**src/rtl/pool_ctrl_pkg.sv**
```systemverilog
// Shared definitions for the pool sequencer: FSM encodings, FIFO sizing and
// validity-mask generation.
package pool_ctrl_pkg;

   typedef logic [1:0] state_t;

   localparam state_t ST_IDLE  = 2'd0;
   localparam state_t ST_FEED  = 2'd1;
   localparam state_t ST_DRAIN = 2'd2;
   localparam state_t ST_DONE  = 2'd3;

   localparam int DEF_FIFO_DEPTH = 4;
   localparam int FIFO_CNT_W     = $clog2(DEF_FIFO_DEPTH) + 1;

   // Column col is valid when it lies below the programmed column count.
   function automatic logic mask_bit(input int col, input int num_cols);
      return (col < num_cols);
   endfunction

endpackage

```
**src/rtl/pool_ctrl_if.sv**
```systemverilog
// Handshake and configuration bundle between the pool sequencer and its
// upstream producer, pool unit and downstream consumer.
interface pool_ctrl_if #(
   parameter int MAT_MUL_SIZE = 4,
   parameter int DWIDTH       = 8,
   parameter int MASK_WIDTH   = 4,
   parameter int ROW_CNT_W    = 8
);
   localparam int ROW_W  = MAT_MUL_SIZE * DWIDTH;
   localparam int NCOL_W = $clog2(MASK_WIDTH) + 1;

   logic                  start;
   logic                  enable_pool;
   logic [ROW_CNT_W-1:0]  num_rows;
   logic [NCOL_W-1:0]     num_valid_cols;
   logic                  in_valid;
   logic [ROW_W-1:0]      in_data;
   logic                  in_ready;
   logic                  pool_enable;
   logic                  pool_in_data_available;
   logic [ROW_W-1:0]      pool_inp_data;
   logic [MASK_WIDTH-1:0] pool_validity_mask;
   logic                  pool_out_data_available;
   logic [ROW_W-1:0]      pool_out_data;
   logic                  pool_done;
   logic                  out_valid;
   logic [ROW_W-1:0]      out_data;
   logic                  out_ready;
   logic                  busy;
   logic                  done;
   logic                  err_unexpected;

   modport slave (
      input  start, enable_pool, num_rows, num_valid_cols,
      input  in_valid, in_data,
      output in_ready,
      output pool_enable, pool_in_data_available, pool_inp_data, pool_validity_mask,
      input  pool_out_data_available, pool_out_data, pool_done,
      output out_valid, out_data,
      input  out_ready,
      output busy, done, err_unexpected
   );

   modport master (
      output start, enable_pool, num_rows, num_valid_cols,
      output in_valid, in_data,
      input  in_ready,
      input  pool_enable, pool_in_data_available, pool_inp_data, pool_validity_mask,
      output pool_out_data_available, pool_out_data, pool_done,
      input  out_valid, out_data,
      output out_ready,
      input  busy, done, err_unexpected
   );

endinterface

```
**src/rtl/pool_ctrl_fifo.sv**
```systemverilog
// Small synchronous FIFO holding pool results until the downstream accepts
// them; head is presented combinationally, occupancy is exported for credit.
module pool_ctrl_fifo
   import pool_ctrl_pkg::*;
#(
   parameter int WIDTH = 32,
   parameter int DEPTH = DEF_FIFO_DEPTH,
   parameter int CNT_W = FIFO_CNT_W
) (
   input  logic             clk,
   input  logic             resetn,
   input  logic             push,
   input  logic [WIDTH-1:0] push_data,
   input  logic             pop,
   output logic [WIDTH-1:0] head,
   output logic [CNT_W-1:0] count
);

   localparam int AW = $clog2(DEPTH);
   localparam logic [CNT_W-1:0] FULL_CNT = CNT_W'(DEPTH);

   logic [WIDTH-1:0] mem_r [DEPTH];
   logic [AW-1:0]    wr_ptr_r;
   logic [AW-1:0]    rd_ptr_r;
   logic [CNT_W-1:0] count_r;
   logic             do_push_s;
   logic             do_pop_s;

   // Qualify requests against occupancy; a full FIFO may still take a push
   // in the same cycle it is popped.
   always_comb begin
      do_pop_s  = pop && (count_r != {CNT_W{1'b0}});
      do_push_s = push && ((count_r != FULL_CNT) || do_pop_s);
   end

   // Storage, pointers and occupancy.
   always_ff @(posedge clk or negedge resetn) begin
      if (!resetn) begin
         for (int i = 0; i < DEPTH; i++) begin
            mem_r[i] <= {WIDTH{1'b0}};
         end
         wr_ptr_r <= {AW{1'b0}};
         rd_ptr_r <= {AW{1'b0}};
         count_r  <= {CNT_W{1'b0}};
      end else begin
         if (do_push_s) begin
            mem_r[wr_ptr_r] <= push_data;
            wr_ptr_r        <= wr_ptr_r + AW'(1);
         end
         if (do_pop_s) begin
            rd_ptr_r <= rd_ptr_r + AW'(1);
         end
         case ({do_push_s, do_pop_s})
            2'b10:   count_r <= count_r + CNT_W'(1);
            2'b01:   count_r <= count_r - CNT_W'(1);
            default: count_r <= count_r;
         endcase
      end
   end

   assign head  = mem_r[rd_ptr_r];
   assign count = count_r;

endmodule

```
**src/rtl/pool_ctrl.sv**
```systemverilog
// Pool sequencer: accepts matmul rows, issues them to the pool (or bypasses
// it) under a FIFO credit limit, buffers results and reports job completion.
module pool_ctrl
   import pool_ctrl_pkg::*;
#(
   parameter int MAT_MUL_SIZE = 4,
   parameter int DWIDTH       = 8,
   parameter int MASK_WIDTH   = 4,
   parameter int ROW_CNT_W    = 8,
   parameter int FIFO_DEPTH   = DEF_FIFO_DEPTH
) (
   input  logic       clk,
   input  logic       resetn,
   pool_ctrl_if.slave bus
);

   localparam int ROW_W = MAT_MUL_SIZE * DWIDTH;
   localparam int CNT_W = $clog2(FIFO_DEPTH) + 1;
   localparam logic [CNT_W:0] CREDIT_MAX = (CNT_W + 1)'(FIFO_DEPTH);

   state_t                state_r;
   state_t                state_next_s;
   logic                  cfg_pool_r;
   logic                  cfg_pool_next_s;
   logic [ROW_CNT_W-1:0]  cfg_rows_r;
   logic [ROW_CNT_W-1:0]  rows_sent_r;
   logic [ROW_CNT_W-1:0]  rows_popped_r;
   logic [CNT_W-1:0]      in_flight_r;
   logic [CNT_W-1:0]      in_flight_next_s;
   logic [CNT_W-1:0]      fifo_count_s;
   logic [CNT_W:0]        credit_s;
   logic [MASK_WIDTH-1:0] mask_r;
   logic [MASK_WIDTH-1:0] mask_s;
   logic [ROW_W-1:0]      pool_data_r;
   logic [ROW_W-1:0]      push_data_s;
   logic [ROW_W-1:0]      fifo_head_s;
   logic                  pool_avail_r;
   logic                  busy_r;
   logic                  done_r;
   logic                  pool_enable_r;
   logic                  err_r;
   logic                  start_acc_s;
   logic                  in_ready_s;
   logic                  accept_s;
   logic                  out_valid_s;
   logic                  pop_s;
   logic                  ret_ok_s;
   logic                  ret_bad_s;
   logic                  push_s;
   logic                  drain_ok_s;

   // Validity mask derived from the requested column count.
   always_comb begin
      mask_s = {MASK_WIDTH{1'b0}};
      for (int i = 0; i < MASK_WIDTH; i++) begin
         mask_s[i] = mask_bit(i, int'(bus.num_valid_cols));
      end
   end

   // Handshakes, credit check and FIFO push source. A pool return only counts
   // when a row is actually outstanding.
   always_comb begin
      start_acc_s = (state_r == ST_IDLE) && bus.start;
      credit_s    = {1'b0, in_flight_r} + {1'b0, fifo_count_s};
      in_ready_s  = (state_r == ST_FEED) && (rows_sent_r < cfg_rows_r) &&
                    (credit_s < CREDIT_MAX);
      accept_s    = in_ready_s && bus.in_valid;
      out_valid_s = (fifo_count_s != {CNT_W{1'b0}});
      pop_s       = out_valid_s && bus.out_ready;
      ret_ok_s    = bus.pool_out_data_available && (in_flight_r != {CNT_W{1'b0}});
      ret_bad_s   = bus.pool_out_data_available && (in_flight_r == {CNT_W{1'b0}});
      push_s      = ret_ok_s || (accept_s && !cfg_pool_r);
      if (ret_ok_s) begin
         push_data_s = bus.pool_out_data;
      end else begin
         push_data_s = bus.in_data;
      end
      if (start_acc_s) begin
         cfg_pool_next_s = bus.enable_pool;
      end else begin
         cfg_pool_next_s = cfg_pool_r;
      end
      case ({accept_s && cfg_pool_r, ret_ok_s})
         2'b10:   in_flight_next_s = in_flight_r + CNT_W'(1);
         2'b01:   in_flight_next_s = in_flight_r - CNT_W'(1);
         default: in_flight_next_s = in_flight_r;
      endcase
      drain_ok_s = (rows_popped_r == cfg_rows_r) &&
                   (in_flight_r == {CNT_W{1'b0}}) &&
                   !out_valid_s &&
                   (bus.pool_done || !cfg_pool_r);
   end

   // Job sequencing FSM.
   always_comb begin
      state_next_s = state_r;
      case (state_r)
         ST_IDLE: begin
            if (start_acc_s) begin
               if (bus.num_rows == {ROW_CNT_W{1'b0}}) begin
                  state_next_s = ST_DONE;
               end else begin
                  state_next_s = ST_FEED;
               end
            end else begin
               state_next_s = ST_IDLE;
            end
         end
         ST_FEED: begin
            if (rows_sent_r == cfg_rows_r) begin
               state_next_s = ST_DRAIN;
            end else begin
               state_next_s = ST_FEED;
            end
         end
         ST_DRAIN: begin
            if (drain_ok_s) begin
               state_next_s = ST_DONE;
            end else begin
               state_next_s = ST_DRAIN;
            end
         end
         ST_DONE: state_next_s = ST_IDLE;
         default: state_next_s = ST_IDLE;
      endcase
   end

   // State, latched job configuration and row accounting.
   always_ff @(posedge clk or negedge resetn) begin
      if (!resetn) begin
         state_r       <= ST_IDLE;
         cfg_pool_r    <= 1'b0;
         cfg_rows_r    <= {ROW_CNT_W{1'b0}};
         mask_r        <= {MASK_WIDTH{1'b0}};
         rows_sent_r   <= {ROW_CNT_W{1'b0}};
         rows_popped_r <= {ROW_CNT_W{1'b0}};
         in_flight_r   <= {CNT_W{1'b0}};
      end else begin
         state_r    <= state_next_s;
         cfg_pool_r <= cfg_pool_next_s;
         if (start_acc_s) begin
            cfg_rows_r    <= bus.num_rows;
            mask_r        <= mask_s;
            rows_sent_r   <= {ROW_CNT_W{1'b0}};
            rows_popped_r <= {ROW_CNT_W{1'b0}};
            in_flight_r   <= {CNT_W{1'b0}};
         end else begin
            if (accept_s) begin
               rows_sent_r <= rows_sent_r + ROW_CNT_W'(1);
            end
            if (pop_s) begin
               rows_popped_r <= rows_popped_r + ROW_CNT_W'(1);
            end
            in_flight_r <= in_flight_next_s;
         end
      end
   end

   // Registered status and pool-side outputs; status flags follow the next state
   // so they line up with the state register.
   always_ff @(posedge clk or negedge resetn) begin
      if (!resetn) begin
         busy_r        <= 1'b0;
         done_r        <= 1'b0;
         pool_enable_r <= 1'b0;
         pool_avail_r  <= 1'b0;
         pool_data_r   <= {ROW_W{1'b0}};
         err_r         <= 1'b0;
      end else begin
         busy_r        <= (state_next_s != ST_IDLE);
         done_r        <= (state_next_s == ST_DONE);
         pool_enable_r <= (state_next_s != ST_IDLE) && cfg_pool_next_s;
         pool_avail_r  <= accept_s && cfg_pool_r;
         if (accept_s && cfg_pool_r) begin
            pool_data_r <= bus.in_data;
         end
         if (ret_bad_s) begin
            err_r <= 1'b1;
         end else if (start_acc_s) begin
            err_r <= 1'b0;
         end
      end
   end

   pool_ctrl_fifo #(
      .WIDTH (ROW_W),
      .DEPTH (FIFO_DEPTH),
      .CNT_W (CNT_W)
   ) u_fifo (
      .clk       (clk),
      .resetn    (resetn),
      .push      (push_s),
      .push_data (push_data_s),
      .pop       (pop_s),
      .head      (fifo_head_s),
      .count     (fifo_count_s)
   );

   assign bus.in_ready               = in_ready_s;
   assign bus.pool_enable            = pool_enable_r;
   assign bus.pool_in_data_available = pool_avail_r;
   assign bus.pool_inp_data          = pool_data_r;
   assign bus.pool_validity_mask     = mask_r;
   assign bus.out_valid              = out_valid_s;
   assign bus.out_data               = fifo_head_s;
   assign bus.busy                   = busy_r;
   assign bus.done                   = done_r;
   assign bus.err_unexpected         = err_r;

endmodule

```
**src/flat_wrapper.sv**
```systemverilog
// flat-port wrapper written by rule: the top's interface ports become plain ports
module pool_ctrl_flat import pool_ctrl_pkg::*;
#(
   parameter int MAT_MUL_SIZE = 4,
   parameter int DWIDTH       = 8,
   parameter int MASK_WIDTH   = 4,
   parameter int ROW_CNT_W    = 8,
   parameter int FIFO_DEPTH   = DEF_FIFO_DEPTH
)
  (clk, resetn, bus_start, bus_enable_pool, bus_num_rows, bus_num_valid_cols, bus_in_valid, bus_in_data, bus_in_ready, bus_pool_enable, bus_pool_in_data_available, bus_pool_inp_data, bus_pool_validity_mask, bus_pool_out_data_available, bus_pool_out_data, bus_pool_done, bus_out_valid, bus_out_data, bus_out_ready, bus_busy, bus_done, bus_err_unexpected);
  pool_ctrl_if #(.MAT_MUL_SIZE(MAT_MUL_SIZE), .DWIDTH(DWIDTH), .MASK_WIDTH(MASK_WIDTH), .ROW_CNT_W(ROW_CNT_W)) bus_i ();
  input  logic clk;
  input  logic resetn;
  input wire logic [$bits(bus_i.start)-1:0] bus_start;
  input wire logic [$bits(bus_i.enable_pool)-1:0] bus_enable_pool;
  input wire logic [$bits(bus_i.num_rows)-1:0] bus_num_rows;
  input wire logic [$bits(bus_i.num_valid_cols)-1:0] bus_num_valid_cols;
  input wire logic [$bits(bus_i.in_valid)-1:0] bus_in_valid;
  input wire logic [$bits(bus_i.in_data)-1:0] bus_in_data;
  output wire logic [$bits(bus_i.in_ready)-1:0] bus_in_ready;
  output wire logic [$bits(bus_i.pool_enable)-1:0] bus_pool_enable;
  output wire logic [$bits(bus_i.pool_in_data_available)-1:0] bus_pool_in_data_available;
  output wire logic [$bits(bus_i.pool_inp_data)-1:0] bus_pool_inp_data;
  output wire logic [$bits(bus_i.pool_validity_mask)-1:0] bus_pool_validity_mask;
  input wire logic [$bits(bus_i.pool_out_data_available)-1:0] bus_pool_out_data_available;
  input wire logic [$bits(bus_i.pool_out_data)-1:0] bus_pool_out_data;
  input wire logic [$bits(bus_i.pool_done)-1:0] bus_pool_done;
  output wire logic [$bits(bus_i.out_valid)-1:0] bus_out_valid;
  output wire logic [$bits(bus_i.out_data)-1:0] bus_out_data;
  input wire logic [$bits(bus_i.out_ready)-1:0] bus_out_ready;
  output wire logic [$bits(bus_i.busy)-1:0] bus_busy;
  output wire logic [$bits(bus_i.done)-1:0] bus_done;
  output wire logic [$bits(bus_i.err_unexpected)-1:0] bus_err_unexpected;
  assign bus_i.start = bus_start;
  assign bus_i.enable_pool = bus_enable_pool;
  assign bus_i.num_rows = bus_num_rows;
  assign bus_i.num_valid_cols = bus_num_valid_cols;
  assign bus_i.in_valid = bus_in_valid;
  assign bus_i.in_data = bus_in_data;
  assign bus_in_ready = bus_i.in_ready;
  assign bus_pool_enable = bus_i.pool_enable;
  assign bus_pool_in_data_available = bus_i.pool_in_data_available;
  assign bus_pool_inp_data = bus_i.pool_inp_data;
  assign bus_pool_validity_mask = bus_i.pool_validity_mask;
  assign bus_i.pool_out_data_available = bus_pool_out_data_available;
  assign bus_i.pool_out_data = bus_pool_out_data;
  assign bus_i.pool_done = bus_pool_done;
  assign bus_out_valid = bus_i.out_valid;
  assign bus_out_data = bus_i.out_data;
  assign bus_i.out_ready = bus_out_ready;
  assign bus_busy = bus_i.busy;
  assign bus_done = bus_i.done;
  assign bus_err_unexpected = bus_i.err_unexpected;
  pool_ctrl #(.MAT_MUL_SIZE(MAT_MUL_SIZE), .DWIDTH(DWIDTH), .MASK_WIDTH(MASK_WIDTH), .ROW_CNT_W(ROW_CNT_W), .FIFO_DEPTH(FIFO_DEPTH)) u_core (.clk(clk), .resetn(resetn), .bus(bus_i));
endmodule
```
**config.mk**
```make
export PLATFORM = sky130hd
export DESIGN_NAME = pool_ctrl_flat
export DESIGN_NICKNAME = d
export VERILOG_FILES = /design/src/rtl/pool_ctrl_pkg.sv /design/src/rtl/pool_ctrl_if.sv /design/src/rtl/pool_ctrl_fifo.sv /design/src/rtl/pool_ctrl.sv /design/src/flat_wrapper.sv
export SDC_FILE = /design/constraint.sdc
export NUM_CORES = 1
export LEC_CHECK = 0
export ABC_AREA = 1
export ABC_CLOCK_PERIOD_IN_PS = 4850
export CAP_MARGIN = 10
export CORE_UTILIZATION = 59
export CTS_CLUSTER_DIAMETER = 200
export CTS_CLUSTER_SIZE = 16
export DETAILED_ROUTE_END_ITERATION = 7
export PLACE_DENSITY_LB_ADDON = 0.12
export SYNTH_ARGS = -nofsm -noshare
export SYNTH_HDL_FRONTEND = slang
export SYNTH_SLANG_ARGS = --single-unit
```
**constraint.sdc**
```tcl
create_clock -name clk -period 4.85 [get_ports clk]
set_input_delay 0.7275 -clock clk [delete_from_list [all_inputs] [get_ports clk]]
set_output_delay 0.7275 -clock clk [all_outputs]
set_load 0.02 [all_outputs]
```
======== After elaboration in Yosys (flattened, before gate mapping) ========
Cells that the tools add are included.
word-level totals
  input port bits ......................... 83
  output and inout bits ................... 75
  register bits ........................... 206
cells by class
  mux-type cells .......................... 22
  add/sub/neg operators ................... 9
  reduce and logical (&&, ||, !) cells .... 32
  equality and inequality tests ........... 11
  bitwise gates (word level) .............. 2
  order comparisons ....................... 9
operators by type and width
  operator             count
  $bwmux 128           1
  $mux 32              4
  $bmux 32 s2          1
  $demux 32 s2         1
  $mux 8               4
  $add 8x1->8 const B  2
  $eq 8x8->1           2
  $logic_and 1x1->1    16
  $pmux 3 s2           2
  $eq 2x2->1 const B   5
  $reduce_bool 2->1    5
  $reduce_bool 3->1    3
  $logic_not 8->1      1
  $lt 8x8->1           1
  $pmux 2 s4           1
  $add 3x1->3 const B  2
  $eq 2x1->1 const B   3
  $ge 3x3->1 const B   2
  $lt 1x3->1 const A   2
  $lt 2x3->1 const A   2
  $mux 2               3
  $not 2->3            2
  $sub 3x1->3 const B  2
  $add 2x1->2 const B  2
  10 further kinds     16

======== Logic depth before layout (Yosys ltp) ========
Gate-level depths: netlist of the first run.
  depth after elaboration ................. 9
  mapped depth ............................ 19
  depth with buffers taken out ............ 18

======== Modules after synthesis ========
A second synthesis of the first run with hierarchy kept.
unflattened totals
  cell total of the unflattened synthesis .. 1,323
  area total of the unflattened synthesis .. 10,445.0 um2
by module, submodules not included
  module          cells an instance  area each (um2)  instances
  pool_ctrl_fifo  801                6,626.4          1
  pool_ctrl       522                3,818.7          1

======== Worst setup path after synthesis of the first run ========
No wires, ideal clock.
  path kind ............................... reg2reg
  start point ............................. reg u_core.u_fifo.count_r[2] (netlist: u_core.u_fifo.count[2])
  end point ............................... reg u_core.in_flight_r[2]
  setup slack ............................. 2.063 ns
  cell stages (with the launch flop) ...... 18
  arrival time ............................ 2.660 ns
  required time ........................... 4.724 ns
  library setup time ...................... 0.126 ns
  cells stage by stage .................... dfrtp_1 -> ha_1 -> nor2_1 -> nand2_1 -> inv_1 -> nand3_1 -> nor2_2 -> and2_4 -> nand2_4 -> nor2_4 -> inv_2 -> buf_2 -> ha_1 -> fa_1 -> a21oi_1 -> o21ai_0 -> o21ai_0 -> a21oi_1
on the way
  word-level cells in the longest chain between the ends .. 8
  elaborated cells on any way between the ends .. 10
  classes of those cells .................. 1 x add/sub; 1 x order compare; 2 x eq/ne; 2 x mux; 4 x reduce/logical
ends and longest elaborated chain
  item                                      RTL line              text
  start: declaration                        pool_ctrl_fifo.sv:25  logic [CNT_W-1:0] count_r;
  start signal: assignment                  pool_ctrl_fifo.sv:44  count_r <= {CNT_W{1'b0}};
  start signal: assignment                  pool_ctrl_fifo.sv:54  2'b10: count_r <= count_r + CNT_W'(1);
  start signal: assignment                  pool_ctrl_fifo.sv:55  2'b01: count_r <= count_r - CNT_W'(1);
  $add 3x3->4 (*)                           pool_ctrl.sv:64       credit_s = {1'b0, in_flight_r} + {1'b0, fifo_count_s};
  $lt 4x3->1 (*)                            pool_ctrl.sv:66       (credit_s < CREDIT_MAX);
  $logic_and 1x1->1 (*)                     pool_ctrl.sv:65       in_ready_s = (state_r == ST_FEED) && (rows_sent_r < cfg_rows_r) &&
  named net bus_in_ready                    flat_wrapper.sv:20    output wire logic [$bits(bus_i.in_ready)-1:0] bus_in_ready;
  $logic_and 1x1->1 (*)                     pool_ctrl.sv:67       accept_s = in_ready_s && bus.in_valid;
  $logic_and 1x1->1 (*)                     pool_ctrl.sv:83       case ({accept_s && cfg_pool_r, ret_ok_s})
  $eq 2x1->1 or $eq 2x2->1 (tied branches)  pool_ctrl.sv:83
  $pmux 3 s2                                pool_ctrl.sv:83
  $mux 3                                    pool_ctrl.sv:141      if (start_acc_s) begin
  end signal: assignment                    pool_ctrl.sv:137      in_flight_r <= {CNT_W{1'b0}};
  end signal: assignment                    pool_ctrl.sv:146      in_flight_r <= {CNT_W{1'b0}};
  end signal: assignment                    pool_ctrl.sv:154      in_flight_r <= in_flight_next_s;
  end: declaration                          pool_ctrl.sv:28       logic [CNT_W-1:0] in_flight_r;
The timed path passes the listed nets; every way through them passes the cells marked *.
A chain may end at the register's enable or synchronous reset.

======== Worst setup path in the final report of the first run ========
  start point ............................. reg u_core.u_fifo.count_r[2] (netlist: u_core.u_fifo.count[2])
  end point ............................... reg u_core.in_flight_r[2]
on the way
  word-level cells in the longest chain between the ends .. 8
  elaborated cells on any way between the ends .. 10
  classes of those cells .................. 1 x add/sub; 1 x order compare; 2 x eq/ne; 2 x mux; 4 x reduce/logical
ends and longest elaborated chain
  item                                      RTL line
  $add 3x3->4 (*)                           pool_ctrl.sv:64
  $lt 4x3->1 (*)                            pool_ctrl.sv:66
  $logic_and 1x1->1 (*)                     pool_ctrl.sv:65
  $logic_and 1x1->1 (*)                     pool_ctrl.sv:67
  $logic_and 1x1->1 (*)                     pool_ctrl.sv:83
  $eq 2x1->1 or $eq 2x2->1 (tied branches)  pool_ctrl.sv:83
  $pmux 3 s2                                pool_ctrl.sv:83
  $mux 3                                    pool_ctrl.sv:141
Every way passes the cells marked *; elsewhere a longest branch is shown, timed or not.

==> results.yml, run 1 <==
sta:
  max_freq_mhz: 279
  hold_viol: 0
  slew_violations: 0
  finClkSkew_ps: 11.4
  setup_viol: 0
  rsz0062_at_grt: "false"
  tns_ps: 0
  period_needed_ps: 3580
  setup_slack_ps: 1270
  hold_slack_ps: 354
  period_share: 0.738
  worst_slew_pin_slew_ps: 1250
  maxSlewHeadroom: 0.166
clocking:
  root_buffer: "clkbuf_16"
  postCtsSetupBuffers: 0
  cts_resized: 0
  ctsHoldBuffers: 0
  cts_tree: "yes"
  path_clk_slew_ps: 70
  cts_sinks: 206
  clk_latency_ps: 480
  ctsLongestPathBuffers: 3
  ctsHtreeMaxLevel: 1
  cts_buffers: 16
worst_setup_path:
  r2r_cells: 17
  r2r_slack_ps: 1270
  crit_path_start_kind: "flop"
  worst_ep_arrival_time_ps: 3940
  end_kind: "flop"
  critPathKind: "reg -> reg"
  crit_required_ps: 5210
  cp_max_fo: 34
synth:
  synthFlopType: "dfrtp_1"
  synth_nets: 1405
  yosysWarnings: 0
  synth_cells: 1302
  synth_area_sq_um: 10300
  synth_edf_count: 0
  synth-seq-area-share: 0.499
  yosysTopAreaCell: "dfrtp_1"
  yosys-top-cells-area: "dfrtp_1, nand2_1, nand4_1, o21ai_0, nor2_1"
  ys_types: 33
  avgSynthCellArea_sq_um: 7.94
  ys_seq_elements: 206
  yosysTopAreaCellShare: 0.499
  synthArstFlopShare: 1.00
floorplanning:
  core.rowCount: 48
  fp.dieW_microns: 134
  die-area_sq_um: 18000
  die_h_microns: 134
  start_util: 0.602
  core_area_sq_um: 17200
  pin_count: 158
route:
  drt-total-wl_microns: 27500
  drc: 0
  routed_via_density: 5.77
  drt_first_pass_iters: 5
  routedWlPerCell_microns: 17.0
  vias: 9352
  drtIter0Drc: 757
  postRouteAntennaNets: 0
global_routing:
  grt-busiest-layer: "met2"
  grt_max_degree: 123
  grt_pass1_vias: 8946
  met1_usage: 0.427
  grt_antenna_before_repair: 0
  grt_pass1_wl_microns: 44900
  grt_util_met3: 0.0567
  overflow: 0
  gr-usage-met2: 0.503
  track_usage: 0.311
layout:
  utilization: 0.714
  fillers: 1383
  syn_to_final_growth_pct: 18.7
  drive_gt1_frac: 0.0365
  layout.nets: 1499
  num_antenna_cells: 0
power:
  power_leakage_nw: 6.12
  max-vdd-ir-drop_mv: 0.497
  power-per-cell-area_nw_per_um2: 710
placement:
  dpl.hpwl_microns: 16300
  place_congestion: 0.819
  place_ws_ps: 1310
  portBuffers: 157
hold_path:
  hold_class: "in -> async"
run_status:
  status: "finished clean"
flow_run:
  maxCapViolCount: 0
[per-layer routing]
layer,wire [microns],vias to the layer above
met5,0,-
met4,620,0
met3,2040,46
met2,13100,386
met1,11700,4441
li1,-,4479
[worst max-delay path: stages, from the launching register on]
cell	delay, ps
dfrtp_1	430
ha_1	300
nor2_1	110
nand2_1	50
inv_1	40
nand3_1	70
nor2_2	130
and2_4	180
nand2_4	70
nor2_4	70
buf_4	370
inv_2	370
ha_1	370
fa_1	410
a21oi_1	140
o21ai_0	110
o21ai_0	160
a21oi_1	60
[power by group]
part / internal [mW] / switching, mW / total [mW]
clock network: 0.641 / 0.597 / 1.24
logic: 1.63 / 2.93 / 4.56
registers: 2.46 / 0.453 / 2.91
total: 4.73 / 3.98 / 8.71
[stage by stage]
| stage | power, mW | cell area, sq um | instances |
|---|---|---|---|
| 6_report | 8.71 | 12300 | 1622 |
| 5_1_grt | 9.30 | 12300 | 1622 |
| 4_1_cts | 8.70 | 12300 | 1622 |
| 3_5_place_dp | 7.43 | 11800 | 1603 |
| 3_3_place_gp | 7.32 | 11800 | 1603 |
| 2_1_floorplan | 5.84 | 10300 | 1302 |
[layout by cell type, fill, tap and decap left out, types with 2 or more instances in the layout]
cell type and instances:
o21ai_0 90, nor2_4 2, o22ai_1 32, clkbuf_8 2
nor2_1 91, a21oi_1 10, buf_4 11, nand3_1 20
ha_1 18, dfrtp_1 205, nor3_1 9, nand3_2 4
xnor2_1 2, nor4_1 2, inv_1 41, nand4_1 132
nand2_1 519, xor2_1 12, clkbuf_16 17, nand2_4 3
nand2_2 2, nor2_2 2, inv_2 3, fa_1 2
clkdlybuf4s50_1 156
[synthesized netlist by cell type, types with 9 or more instances]
cell type and instances:
nand2_1 519, dfrtp_1 206, nand4_1 132, nor2_1 91
o21ai_0 90, inv_1 42, clkbuf_1 41, buf_2 37
o22ai_1 32, nand3_1 20, ha_1 18, xor2_1 12
a21oi_1 10, buf_6 10, nor3_1 9
[final timing paths]
| path | startpoint | endpoint |
|---|---|---|
| max | u_core.u_fifo.count[2]$_DFFE_PN0P_ | u_core.in_flight_r[2]$_DFFE_PN0P_ |
| max in group asynchronous | resetn | u_core.bus.pool_inp_data[8]$_DFFE_PN0P_ |
| max reg2reg | u_core.u_fifo.count[2]$_DFFE_PN0P_ | u_core.in_flight_r[2]$_DFFE_PN0P_ |
| min reg2reg | u_core.u_fifo.mem_r[55]$_DFFE_PN0P_ | u_core.u_fifo.mem_r[55]$_DFFE_PN0P_ |
| min in group clk | u_core.u_fifo.mem_r[55]$_DFFE_PN0P_ | u_core.u_fifo.mem_r[55]$_DFFE_PN0P_ |
| min | resetn | u_core.bus.pool_inp_data[29]$_DFFE_PN0P_ |
[flip-flops by register name, indices dropped and copies added, names as in the netlist]
signal,cells
u_core.cfg_pool_r,1
u_core.bus.pool_validity_mask,4
u_core.in_flight_r,3
u_core.bus.busy,1
u_core.rows_popped_r,8
u_core.bus.pool_inp_data,32
u_core.cfg_rows_r,8
u_core.u_fifo.rd_ptr_r,2
u_core.bus.pool_in_data_available,1
u_core.u_fifo.wr_ptr_r,2
u_core.bus.err_unexpected,1
u_core.u_fifo.mem_r,128
u_core.state_r,2
u_core.bus.done,1
u_core.bus.pool_enable,1
u_core.rows_sent_r,8
u_core.u_fifo.count,3
[cell type report]
cell class              count  area, sq um  share of cell area
well taps                 225          282              0.0230
clock buffers              19          443              0.0361
repair buffers            169         1680               0.137
flip-flops and latches    206         5160               0.420
multi-input cells         958         4540               0.370
inverters                  45          169              0.0138
[kinds of logic (layout without fill, tap and decap cells)]
group	Yosys count	in the layout	share of synthesized area
compound gates	134	134	0.0691
fa+ha+maj	20	20	0.0257
buf+inv	138	233	0.0627
xor+xnor	14	14	0.0119
simple gates	790	790	0.332
flops	206	206	0.499
No activity file was read; power rests on OpenSTA's default activity.
==> run 2: changes to the inputs <==
--- a/config.mk
+++ b/config.mk
@@ -6,9 +6,9 @@
 export NUM_CORES = 1
 export LEC_CHECK = 0
 export ABC_AREA = 1
-export ABC_CLOCK_PERIOD_IN_PS = 4850
+export ABC_CLOCK_PERIOD_IN_PS = 2960
 export CAP_MARGIN = 10
-export CORE_UTILIZATION = 59
+export CORE_UTILIZATION = 49
 export CTS_CLUSTER_DIAMETER = 200
 export CTS_CLUSTER_SIZE = 16
 export DETAILED_ROUTE_END_ITERATION = 7
==> constraint.sdc (replaced) <==
create_clock -name clk -period 2.96 [get_ports clk]
set_input_delay 0.444 -clock clk [delete_from_list [all_inputs] [get_ports clk]]
set_output_delay 0.444 -clock clk [all_outputs]
set_load 0.02 [all_outputs]
==> run 2 against run 1 <==
Effect of this change:
- the flow now finishes with violations (hold timing)
- cell area increased by 2.3%
- count of clock-buffer cells in the layout did not move
- critical endpoint is now bus_out_data[1]
- final cell count rose by 4.3%
- sequential cell count unchanged
- largest power group unchanged
==> results.yml, run 2 (synthesized netlist as in run 1, its figures left out) <==
run_status:
  status: "complete, but fails checks"
  violations: "hold timing"
global_routing:
  grt_max_degree: 135
  overflow: 0
  grt_antenna_before_repair: 0
  grt_pass1_vias: 8878
  track_usage: 0.270
  grt_pass1_wl_microns: 46900
power:
  max-vdd-ir-drop_mv: 0.597
  power_leakage_nw: 6.26
  power-per-cell-area_nw_per_um2: 1160
route:
  vias: 9365
  routed_via_density: 5.53
  drtIter0Drc: 734
  drt_first_pass_iters: 5
  drt-total-wl_microns: 29000
  drc: 0
  routedWlPerCell_microns: 17.2
  postRouteAntennaNets: 0
sta:
  slew_violations: 0
  finClkSkew_ps: 18.2
  rsz0062_at_grt: "false"
  worst_slew_pin_slew_ps: 741
  hold_slack_ps: -3.65
  setup_viol: 0
  hold_viol: 1
  period_needed_ps: 2760
  max_freq_mhz: 362
  tns_ps: 0
  maxSlewHeadroom: 0.506
  period_share: 0.933
layout:
  layout.nets: 1524
  final_area_sq_um: 12600
  drive_gt1_frac: 0.0527
  layout_commonest_cell: "nand2_1"
  mostFrequentLayoutCells: "nand2_1, dfrtp_1, clkdlybuf4s50_1"
  largest_register: "u_core.u_fifo.mem_r"
  num_antenna_cells: 0
  largest_reg_flops: 128
  syn_to_final_growth_pct: 21.5
worst_setup_path:
  r2r_cells: 16
  crit_path_start_kind: "flop"
  end_kind: "output port"
  worst_ep_arrival_time_ps: 2320
  critPathKind: "reg -> out"
  r2r-end: "u_core.in_flight_r[2]$_DFFE_PN0P_"
  cp_max_fo: 40
  r2r_slack_ps: 260
  crit_required_ps: 2520
  r2r_start: "u_core.rows_sent_r[2]$_DFFE_PN0P_"
placement:
  dpl.hpwl_microns: 18100
  dpl_cell_area_sq_um: 12100
  place_congestion: 0.837
  portBuffers: 157
clocking:
  cts_buffers: 16
  root_buffer: "clkbuf_16"
  ctsHoldBuffers: 0
  cts_tree: "yes"
  clk_latency_ps: 490
  cts_sinks: 206
  ctsLongestPathBuffers: 3
  path_clk_slew_ps: 80
  ctsHtreeMaxLevel: 1
floorplanning:
  die_h_microns: 147
  start_util: 0.506
  pin_count: 158
  core_area_sq_um: 20400
  core.rowCount: 52
  fp.dieW_microns: 147
  die-area_sq_um: 21700
hold_path:
  hold_class: "in -> async"
flow_run:
  maxCapViolCount: 0
run 2: how the worst max path moves through the flow:
stage | from | endpoint | slack [ps] | cells past startpoint
2_1_floorplan | u_core.u_fifo.count[2]$_DFFE_PN0P_ | u_core.in_flight_r[2]$_DFFE_PN0P_ | 170 | 17
3_3_place_gp | u_core.u_fifo.count[2]$_DFFE_PN0P_ | u_core.in_flight_r[2]$_DFFE_PN0P_ | 380 | 16
3_5_place_dp | u_core.rows_sent_r[2]$_DFFE_PN0P_ | u_core.in_flight_r[2]$_DFFE_PN0P_ | 270 | 16
4_1_cts | u_core.rows_sent_r[2]$_DFFE_PN0P_ | bus_in_ready | 70 | 8
6_report | u_core.u_fifo.rd_ptr_r[0]$_DFFE_PN0P_ | bus_out_data[1] | 200 | 5
5_1_grt | u_core.cfg_rows_r[7]$_DFFE_PN0P_ | u_core.in_flight_r[2]$_DFFE_PN0P_ | 30 | 17
run 2: worst max-delay path, cell delays in order (launching register included):
cell and delay [ps]:
dfrtp_2 430, clkinv_1 70, buf_6 290, o21ai_0 140
o22ai_1 230, clkdlybuf4s50_1 650
run 2: layout make-up:
| type | instances | area, sq um |
|---|---|---|
| inverter | 45 | 169 |
| clock buffer | 19 | 443 |
| fill | 1876 | 7880 |
| sequential | 206 | 5160 |
| tap | 270 | 338 |
| timing repair buffer | 194 | 1910 |
| multi-input combinational | 958 | 4540 |
run 2: where the power goes:
group,switching (mW),internal (mW)
registers,0.745,4.02
logic,4.87,2.85
clock network,0.978,1.05
total,6.59,7.93
run 2: metrics by stage:
stage               std cells  hold WS [ps]  power [mW]  setup slack [ps]  utilization
floorplan                1302           148        9.58               173            -
global placement         1673           448        12.4               377        0.592
detailed placement       1673           453        12.5               274        0.592
CTS                      1692          35.7        14.6              73.5        0.614
global route             1692          49.4        15.6              34.7        0.614
finish                   1692         -3.65        14.5               199        0.614
run 2: repair_timing:
action,4_1_cts,5_1_grt
setup buffers,0,0
setup endpoints to repair,0,2
gates resized for setup,0,2
run 2: metal layers:
layer / vias to the layer above / track usage / share of wire
met5: - / 0 / 0
met4: 0 / 0.0500 / 0.011
met3: 28 / 0.0419 / 0.063
met2: 264 / 0.439 / 0.47
met1: 4534 / 0.386 / 0.45
li1: 4539 / - / -
